## src/rtl/int_pkg.sv

```systemverilog
// Shared types and constants for the interrupt controller.
//   int_state_t : controller FSM states
//   CAUSE_*     : encodings reported on the cause output
package int_pkg;

    localparam int unsigned CAUSE_W   = 2;
    localparam int unsigned GAP_CNT_W = 4;

    typedef enum logic [1:0] {
        IDLE    = 2'd0,
        ISSUE   = 2'd1,
        SERVICE = 2'd2,
        GAP     = 2'd3
    } int_state_t;

    localparam logic [CAUSE_W-1:0] CAUSE_NONE = 2'b00;
    localparam logic [CAUSE_W-1:0] CAUSE_KEY  = 2'b01;
    localparam logic [CAUSE_W-1:0] CAUSE_ETH  = 2'b10;

endpackage

```

## src/rtl/int_ctrl_if.sv

```systemverilog
// Bundle of peripheral requests, fetch/execute controls and interrupt outputs.
//   slave  : the controller (takes requests/controls, drives pulses, acks, cause, busy)
//   master : the environment around it
interface int_ctrl_if;
    import int_pkg::*;

    logic               key_req;
    logic               eth_req;
    logic               int_en;
    logic               branch;
    logic               rti;
    logic               rsi;
    logic               interrupt_key;
    logic               interrupt_eth;
    logic               key_ack;
    logic               eth_ack;
    logic [CAUSE_W-1:0] cause;
    logic               busy;

    modport slave (
        input  key_req, eth_req, int_en, branch, rti, rsi,
        output interrupt_key, interrupt_eth, key_ack, eth_ack, cause, busy
    );

    modport master (
        output key_req, eth_req, int_en, branch, rti, rsi,
        input  interrupt_key, interrupt_eth, key_ack, eth_ack, cause, busy
    );

endinterface

```

## src/rtl/int_edge_latch.sv

```systemverilog
// Rising-edge detector with a sticky pending bit for one interrupt source.
//   clk, rst_n : clock, synchronous active-low reset
//   i_req      : request level from the peripheral
//   i_clr      : clears the pending bit (source chosen for issue)
//   o_pending  : request seen and not yet issued
module int_edge_latch (
    input  logic clk,
    input  logic rst_n,
    input  logic i_req,
    input  logic i_clr,
    output logic o_pending
);

    logic r_req_d;
    logic r_pending;
    logic w_edge;

    assign w_edge    = i_req & ~r_req_d;
    assign o_pending = r_pending;

    // A new edge beats a same-cycle clear so that request is not lost.
    always_ff @(posedge clk) begin
        if (!rst_n) begin
            r_req_d   <= 1'b0;
            r_pending <= 1'b0;
        end else begin
            r_req_d <= i_req;
            if (w_edge) begin
                r_pending <= 1'b1;
            end else if (i_clr) begin
                r_pending <= 1'b0;
            end
        end
    end

endmodule

```

## src/rtl/int_ctrl.sv

```systemverilog
// Interrupt controller: latches key/eth request edges, issues one pulse at a
// time (eth first), then blocks until RTI/RSI plus a restore gap.
//   clk, rst_n : clock, synchronous active-low reset
//   bus        : requests, int_en, branch, rti/rsi in; pulses, acks, cause, busy out
module int_ctrl
    import int_pkg::*;
#(
    parameter int unsigned GAP_CYCLES = 2
) (
    input  logic       clk,
    input  logic       rst_n,
    int_ctrl_if.slave  bus
);

    int_state_t           r_state;
    logic [GAP_CNT_W-1:0] r_gap_cnt;
    logic                 r_int_key;
    logic                 r_int_eth;
    logic [CAUSE_W-1:0]   r_cause;
    logic                 r_busy;

    logic w_key_pend;
    logic w_eth_pend;
    logic w_go;
    logic w_clr_key;
    logic w_clr_eth;
    logic w_ret;

    // Issue decision; eth has priority over key.
    assign w_go      = (r_state == IDLE) & bus.int_en & ~bus.branch & (w_key_pend | w_eth_pend);
    assign w_clr_eth = w_go & w_eth_pend;
    assign w_clr_key = w_go & ~w_eth_pend & w_key_pend;
    assign w_ret     = bus.rti | bus.rsi;

    int_edge_latch u_key_latch (
        .clk       (clk),
        .rst_n     (rst_n),
        .i_req     (bus.key_req),
        .i_clr     (w_clr_key),
        .o_pending (w_key_pend)
    );

    int_edge_latch u_eth_latch (
        .clk       (clk),
        .rst_n     (rst_n),
        .i_req     (bus.eth_req),
        .i_clr     (w_clr_eth),
        .o_pending (w_eth_pend)
    );

    // Controller FSM with registered outputs; pulses default low every cycle.
    always_ff @(posedge clk) begin
        if (!rst_n) begin
            r_state   <= IDLE;
            r_gap_cnt <= '0;
            r_int_key <= 1'b0;
            r_int_eth <= 1'b0;
            r_cause   <= CAUSE_NONE;
            r_busy    <= 1'b0;
        end else begin
            r_int_key <= 1'b0;
            r_int_eth <= 1'b0;
            case (r_state)
                IDLE: begin
                    if (w_go) begin
                        r_state <= ISSUE;
                        r_busy  <= 1'b1;
                        if (w_eth_pend) begin
                            r_int_eth <= 1'b1;
                            r_cause   <= CAUSE_ETH;
                        end else begin
                            r_int_key <= 1'b1;
                            r_cause   <= CAUSE_KEY;
                        end
                    end
                end
                ISSUE: begin
                    r_state <= SERVICE;
                end
                SERVICE: begin
                    if (w_ret) begin
                        r_cause <= CAUSE_NONE;
                        if (GAP_CYCLES == 0) begin
                            r_state <= IDLE;
                            r_busy  <= 1'b0;
                        end else begin
                            // Counter counts the remaining GAP cycles after this one.
                            r_state   <= GAP;
                            r_gap_cnt <= GAP_CNT_W'(GAP_CYCLES - 1);
                        end
                    end
                end
                GAP: begin
                    if (r_gap_cnt == '0) begin
                        r_state <= IDLE;
                        r_busy  <= 1'b0;
                    end else begin
                        r_gap_cnt <= r_gap_cnt - GAP_CNT_W'(1);
                    end
                end
                default: begin
                    r_state <= IDLE;
                    r_busy  <= 1'b0;
                    r_cause <= CAUSE_NONE;
                end
            endcase
        end
    end

    assign bus.interrupt_key = r_int_key;
    assign bus.interrupt_eth = r_int_eth;
    assign bus.key_ack       = r_int_key;
    assign bus.eth_ack       = r_int_eth;
    assign bus.cause         = r_cause;
    assign bus.busy          = r_busy;

endmodule
```

## src/flat_wrapper.sv

```systemverilog
// flat-port wrapper written by rule: the top's interface ports become plain ports
module int_ctrl_flat import int_pkg::*;
#(
    parameter int unsigned GAP_CYCLES = 2
)
  (clk, rst_n, bus_key_req, bus_eth_req, bus_int_en, bus_branch, bus_rti, bus_rsi, bus_interrupt_key, bus_interrupt_eth, bus_key_ack, bus_eth_ack, bus_cause, bus_busy);
  int_ctrl_if bus_i ();
  input  logic clk;
  input  logic rst_n;
  input wire logic [$bits(bus_i.key_req)-1:0] bus_key_req;
  input wire logic [$bits(bus_i.eth_req)-1:0] bus_eth_req;
  input wire logic [$bits(bus_i.int_en)-1:0] bus_int_en;
  input wire logic [$bits(bus_i.branch)-1:0] bus_branch;
  input wire logic [$bits(bus_i.rti)-1:0] bus_rti;
  input wire logic [$bits(bus_i.rsi)-1:0] bus_rsi;
  output wire logic [$bits(bus_i.interrupt_key)-1:0] bus_interrupt_key;
  output wire logic [$bits(bus_i.interrupt_eth)-1:0] bus_interrupt_eth;
  output wire logic [$bits(bus_i.key_ack)-1:0] bus_key_ack;
  output wire logic [$bits(bus_i.eth_ack)-1:0] bus_eth_ack;
  output wire logic [$bits(bus_i.cause)-1:0] bus_cause;
  output wire logic [$bits(bus_i.busy)-1:0] bus_busy;
  assign bus_i.key_req = bus_key_req;
  assign bus_i.eth_req = bus_eth_req;
  assign bus_i.int_en = bus_int_en;
  assign bus_i.branch = bus_branch;
  assign bus_i.rti = bus_rti;
  assign bus_i.rsi = bus_rsi;
  assign bus_interrupt_key = bus_i.interrupt_key;
  assign bus_interrupt_eth = bus_i.interrupt_eth;
  assign bus_key_ack = bus_i.key_ack;
  assign bus_eth_ack = bus_i.eth_ack;
  assign bus_cause = bus_i.cause;
  assign bus_busy = bus_i.busy;
  int_ctrl #(.GAP_CYCLES(GAP_CYCLES)) u_core (.clk(clk), .rst_n(rst_n), .bus(bus_i));
endmodule
```

## config.mk

```make
export PLATFORM = sky130hd
export DESIGN_NAME = int_ctrl_flat
export DESIGN_NICKNAME = d
export VERILOG_FILES = /design/src/rtl/int_pkg.sv /design/src/rtl/int_ctrl_if.sv /design/src/rtl/int_edge_latch.sv /design/src/rtl/int_ctrl.sv /design/src/flat_wrapper.sv
export SDC_FILE = /design/constraint.sdc
export NUM_CORES = 1
export LEC_CHECK = 0
export ABC_AREA = 1
export BUFFER_PORTS_ARGS = -buffer_cell sky130_fd_sc_hd__buf_4
export CAP_MARGIN = 20
export CORE_MARGIN = 10
export CORE_UTILIZATION = 50
export DETAILED_ROUTE_END_ITERATION = 12
export GPL_TIMING_DRIVEN = 0
export PLACE_DENSITY = 0.8
export SETUP_SLACK_MARGIN = 0.2
export SLEW_MARGIN = 0
export SYNTH_ARGS = -nofsm -noshare
export SYNTH_HDL_FRONTEND = slang
export SYNTH_SLANG_ARGS = --single-unit
```

## constraint.sdc

```tcl
create_clock -name clk -period 1.47 [get_ports clk]
set_input_delay 0.0735 -clock clk [delete_from_list [all_inputs] [get_ports clk]]
set_output_delay 0.0735 -clock clk [all_outputs]
set_load 0.01 [all_outputs]
```

# Word level (Yosys, flattened, before mapping)
# Cells that the tools add are included.
dict set report classes {
  add_sub_neg 1
  n_mul 0
  div_mod_pow 0
  n_lt_le_gt_ge 0
  eq_ne 7
  shifts 0
  mux 20
  bitwise_logic 14
  reduce_logical 12
}
# op n
set op_table {}
lappend op_table {{AND reduction 3 bit} 5}
lappend op_table {{two-way mux 2 bit} 6}
lappend op_table {{nonzero test 2 bit} 5}
lappend op_table {{AND 1 bit} 8}
lappend op_table {{two-way mux 1 bit} 8}
lappend op_table {{two-way mux 4 bit} 2}
lappend op_table {{case mux 2 bit (4 select lines)} 1}
lappend op_table {{case mux 4 bit (2 select lines)} 1}
lappend op_table {{inequality test 2 x 1 -> 1 bit, second input constant} 3}
lappend op_table {{equality test 2 bit, second input constant} 2}
lappend op_table {{zero test 4 bit} 1}
lappend op_table {{NOT 1 bit} 4}
lappend op_table {{case mux 2 bit (2 select lines)} 1}
lappend op_table {{subtractor 4 x 1 -> 4 bit, second input constant} 1}
lappend op_table {{equality test 2 x 1 -> 1 bit, second input constant} 1}
lappend op_table {{zero test 2 bit} 1}
lappend op_table {{inequality test 2 bit, second input constant} 1}
lappend op_table {{OR 1 bit} 2}
lappend op_table {{case mux 1 bit (2 select lines)} 1}
dict set report word_totals {
  regBits 15
  latch_bits 0
  ramBits 0
  rom_bits 0
  input_bits 8
  output_inout_bits 7
  elab_cells 64
  memories 0
}

# Longest topological paths before layout
dict set report depth {
  depth_word 8
  depth_mapped 9
  depth_no_buf 9
}

# Cells and area by module
# Synthesis repeated with hierarchy kept, for this count alone.
dict set report unflattened {
  cells_unflattened 130
  hier_area_um2 842.1
}
# module instances cells_per_inst area_each_um2 seq_area_each_um2
set by_module_without_submodules {}
lappend by_module_without_submodules {int_ctrl 1 112 704.4 220.2}
lappend by_module_without_submodules {int_edge_latch 2 9 68.8 40.0}

# Least setup slack after synthesis
# Ideal clock, no wire load.
dict set report synth_path {
  path_type {register -> register}
  from {reg u_core.r_state[0]}
  to {reg u_core.r_gap_cnt[0]}
  setup_time_ps 120
  arrival_time_ps 1069
  t_required_ps 1350
  path_slack_ps 282
  path_stages_with_launch 9
  path_buffers 0
  cell_sequence {dfxtp_1 -> inv_1 -> ha_1 -> nand2_4 -> inv_1 -> nor2_1 -> nand2_1 -> nand2_1 -> a21oi_1}
}
dict set report synth_between {
  elab_chain_len 3
  word_cells_on_any_way 7
  cone_classes {4 x eq/ne; 1 x mux; 2 x reduce/logical}
}
# item line_no
set synth_lines {}
lappend synth_lines {{start: declaration} int_ctrl.sv:15} ;# int_state_t r_state;
lappend synth_lines {{start signal: assignment} int_ctrl.sv:54} ;# r_state <= IDLE;
lappend synth_lines {{start signal: assignment} int_ctrl.sv:66} ;# r_state <= ISSUE;
lappend synth_lines {{start signal: assignment} int_ctrl.sv:78} ;# r_state <= SERVICE;
lappend synth_lines {{equality test 2 bit} int_ctrl.sv:63} ;# case (r_state)
lappend synth_lines {{inequality test 2 bit (no source line), or another cell as far along} -}
lappend synth_lines {{AND reduction 3 bit (no source line)} -}
lappend synth_lines {{end signal: assignment} int_ctrl.sv:89} ;# r_gap_cnt <= GAP_CNT_W'(GAP_CYCLES - 1);
lappend synth_lines {{end signal: assignment} int_ctrl.sv:98} ;# r_gap_cnt <= r_gap_cnt - GAP_CNT_W'(1);
lappend synth_lines {{end: declaration} int_ctrl.sv:16} ;# logic [GAP_CNT_W-1:0] r_gap_cnt;
# Several ways; a longest one is shown, not always the timed one.
# A chain may end at the register's enable or synchronous reset.

# Worst setup path in the final report
dict set report layout_path {
  from {reg u_core.r_gap_cnt[0]}
  to {reg u_core.r_busy (netlist: u_core.bus.busy)}
}
dict set report layout_between {
  elab_chain_len 3
}
# item line_no
set layout_lines {}
lappend layout_lines {{zero test 4 bit} int_ctrl.sv:94} ;# if (r_gap_cnt == '0) begin
lappend layout_lines {{inequality test 2 x 1 -> 1 bit (no source line)} -}
lappend layout_lines {{AND reduction 3 bit (no source line)} -}
lappend layout_lines {{end signal: assignment} int_ctrl.sv:85} ;# r_busy <= 1'b0;
lappend layout_lines {{end signal: assignment} int_ctrl.sv:96} ;# r_busy <= 1'b0;
lappend layout_lines {{end signal: assignment} int_ctrl.sv:103} ;# r_busy <= 1'b0;
lappend layout_lines {{end: declaration} int_ctrl.sv:20} ;# logic r_busy;
# Every way passes these cells.

==> impl_metrics.env <==
export IMPL_synth_area_top_cells="dfxtp_1 (37%), nand2_1 (10%), ha_1 (9.3%), nor2_1 (6.5%), inv_1 (5.1%)"
export IMPL_ys_async_sr_fraction=0
export IMPL_cp_startpoint="u_core.r_gap_cnt[0]$_SDFFE_PN0P_"
export IMPL_path_clk_slew_ns=0.10
export IMPL_finalClockSkew_ns=0.00418
export IMPL_final_cell_mix="nand2_1 (22), buf_4 (17), nor2_1 (13)"
export IMPL_layout_drive_gt1_share=0.400
export IMPL_ys_types=22
export IMPL_crit_buf_inv=2
export IMPL_hp_start="rst_n"
export IMPL_final_antenna_net_count=0
export IMPL_grt_pass1_vias=670
export IMPL_gp_congestion=0.784
export IMPL_syn_nets=123
export IMPL_power_leakage_nw=0.540
export IMPL_critPathSlowestCell="dfxtp_2"
export IMPL_drc=0
export IMPL_fillCellCount=122
export IMPL_vias=710
export IMPL_die_area_um2=3620
export IMPL_multi_input_comb_area_um2=490
export IMPL_maxSlewViolCount=0
export IMPL_via_per_inst=4.86
export IMPL_fin_crit_sh=0.832
export IMPL_cts_max_level=1
export IMPL_tightest_slew_ns=0.228
export IMPL_critPathLaunchType="register"
export IMPL_synthCells=109
export IMPL_synth_warnings=0
export IMPL_grt_usage=0.0992
export IMPL_r2r_start="u_core.r_gap_cnt[0]$_SDFFE_PN0P_"
export IMPL_critPathTopFamily="simple AND/OR/NAND/NOR gates"
export IMPL_cts_tree="yes"
export IMPL_rsz0062_at_grt="false"
export IMPL_drtPass1Iterations=3
export IMPL_n_antenna_cell=0
export IMPL_seq_area_frac_synth=0.372
export IMPL_cts_sinks=15
export IMPL_antenna_found_initial=0
export IMPL_ys_flop_type="dfxtp_1"
export IMPL_die_w_um=60.2
export IMPL_num_rows=14
export IMPL_crit_fanout=5
export IMPL_synth_edf_count=0
export IMPL_ys_ff_latch=15
export IMPL_die_h_um=60.2
export IMPL_seq_area_um2=304
export IMPL_endpoint_kind="register"
export IMPL_hold_violations=0
export IMPL_grt_first_pass_wirelength_mm=2.79
export IMPL_wl_per_cell_um=11.8
export IMPL_routed_wl_mm=1.72
export IMPL_syn_area_um2=807
export IMPL_min_path_type="input port to register"
export IMPL_worstSetupPathType="register to register"
export IMPL_slew_headroom=0.848
export IMPL_worst_slack_ns=0.246
export IMPL_fin_nets=145
export IMPL_insertion_delay_ns=0.29
export IMPL_final_common_cell="nand2_1"
export IMPL_setup_viol=0
export IMPL_cts_root_buffer="clkbuf_4"
export IMPL_gr_total_overflow=0
export IMPL_cp_arrival_ns=1.40
export IMPL_clk_path_buf_depth=2
export IMPL_dpl_worst_slack_ns=0.135
export IMPL_fin_tns_setup_ns=0
export IMPL_grt_max_degree=10
export IMPL_ir_drop_v=0.000864
export IMPL_path_cells="inv_2, ha_4, nand3_2, nand2_4, buf_6, nand3_1, nand2_1, a21oi_2"
export IMPL_cts_buffers=3
export IMPL_dp_hpwl_mm=1.19
export IMPL_port_buffers=13
export IMPL_min_period_ns=1.22
export IMPL_outcome="completed"
export IMPL_max_cap_violations=0
export IMPL_hold_ws_ns=0.0538
export IMPL_ioPinCount=15
export IMPL_powerDensity_nw_per_um2=1750
export IMPL_yosysTopAreaCellShare=0.372
export IMPL_critPathMaxStageDelay_ns=0.34
export IMPL_start_util=0.530
export IMPL_core_area_um2=1520
export IMPL_fmax_ghz=0.817
export IMPL_required_ns=1.65
export IMPL_yosys_area_top_type="dfxtp_1"
export IMPL_syn_area_per_cell_um2=7.40
export IMPL_first_iter_violations=6
export IMPL_area_delta_synth_final_pct=32.4
[worst reg2reg max path, stage by stage, from the launching register on]
cell and delay (ns):
dfxtp_2 0.34, inv_2 0.10, ha_4 0.14, nand3_2 0.09, nand2_4 0.15, buf_6 0.11
nand3_1 0.07, nand2_1 0.08, a21oi_2 0.05
[what timing repair did]
action	CTS	global route
resized for setup	1	21
pin swaps	0	1
buffers inserted	0	2
hold buffers	2	0
endpoints found under the setup margin	6	9
hold endpoints to repair	2	0
[layer usage]
layer  global-route usage  part of all wire  vias up
met5                    0                 0        -
met4               0.0609             0.023        0
met3               0.0403             0.066        5
met2                0.159              0.46       15
met1                0.106              0.46      308
li1                     -                 -      382
[path summary, 6_finish.rpt]
check,cells after the start,end,slack [ns]
max,8,u_core.bus.busy$_SDFFE_PN0P_,0.25
min,3,u_core.r_state[1]$_SDFFE_PN0P_,0.05
max reg2reg,8,u_core.bus.busy$_SDFFE_PN0P_,0.25
min reg2reg,1,u_core.u_eth_latch.o_pending$_SDFFE_PN0P_,0.42
[flip-flops by register name, indices dropped and copies added (netlist names)]
signal,cells
u_core.bus.busy,1
u_core.bus.cause,2
u_core.bus.eth_ack,1
u_core.bus.interrupt_key,1
u_core.r_gap_cnt,4
u_core.r_state,2
u_core.u_eth_latch.o_pending,1
u_core.u_eth_latch.r_req_d,1
u_core.u_key_latch.o_pending,1
u_core.u_key_latch.r_req_d,1
[where the power goes]
group | switching, mW | total [mW] | internal, mW
registers | 0.0735 | 0.589 | 0.516
clock network | 0.143 | 0.244 | 0.101
logic | 0.595 | 1.04 | 0.444
[metrics by stage]
step                power, mW  cell area, µm²  instances  utilization
finish                   1.87            1070        146        0.701
global route             2.06            1070        146        0.701
CTS                      1.67             975        144        0.640
detailed placement       1.42             925        138        0.607
global placement         1.39             925        138        0.607
floorplan                1.23             807        109            -
[Yosys cell counts (2+ instances only)]
library cell  instances
nand2_2               5
nand3_1               8
inv_2                 5
nand4_1               2
dfxtp_1              15
a21oi_1               5
o21ai_0               2
ha_1                  6
nand2_1              22
inv_1                11
nand2_4               2
nor2_1               14
buf_4                 3
[logic make-up after synthesis]
group,count (synthesis),share of synthesized area
AOI/OAI and AO/OA,9,0.0620
and+or+nand+nor,59,0.364
adders and majority gates,6,0.0930
DFF,15,0.372
buffers and inverters,20,0.109
[layout make-up]
class | instances | share of cell area
multi-input cells | 74 | 0.459
flip-flops and latches | 15 | 0.285
repair buffers | 17 | 0.128
inverters | 17 | 0.0632
clock buffers | 3 | 0.0211
plain buffers | 3 | 0.0211
well taps | 16 | 0.0187
clock inverters | 1 | 0.00468
Power figures use the tool's default switching activity.
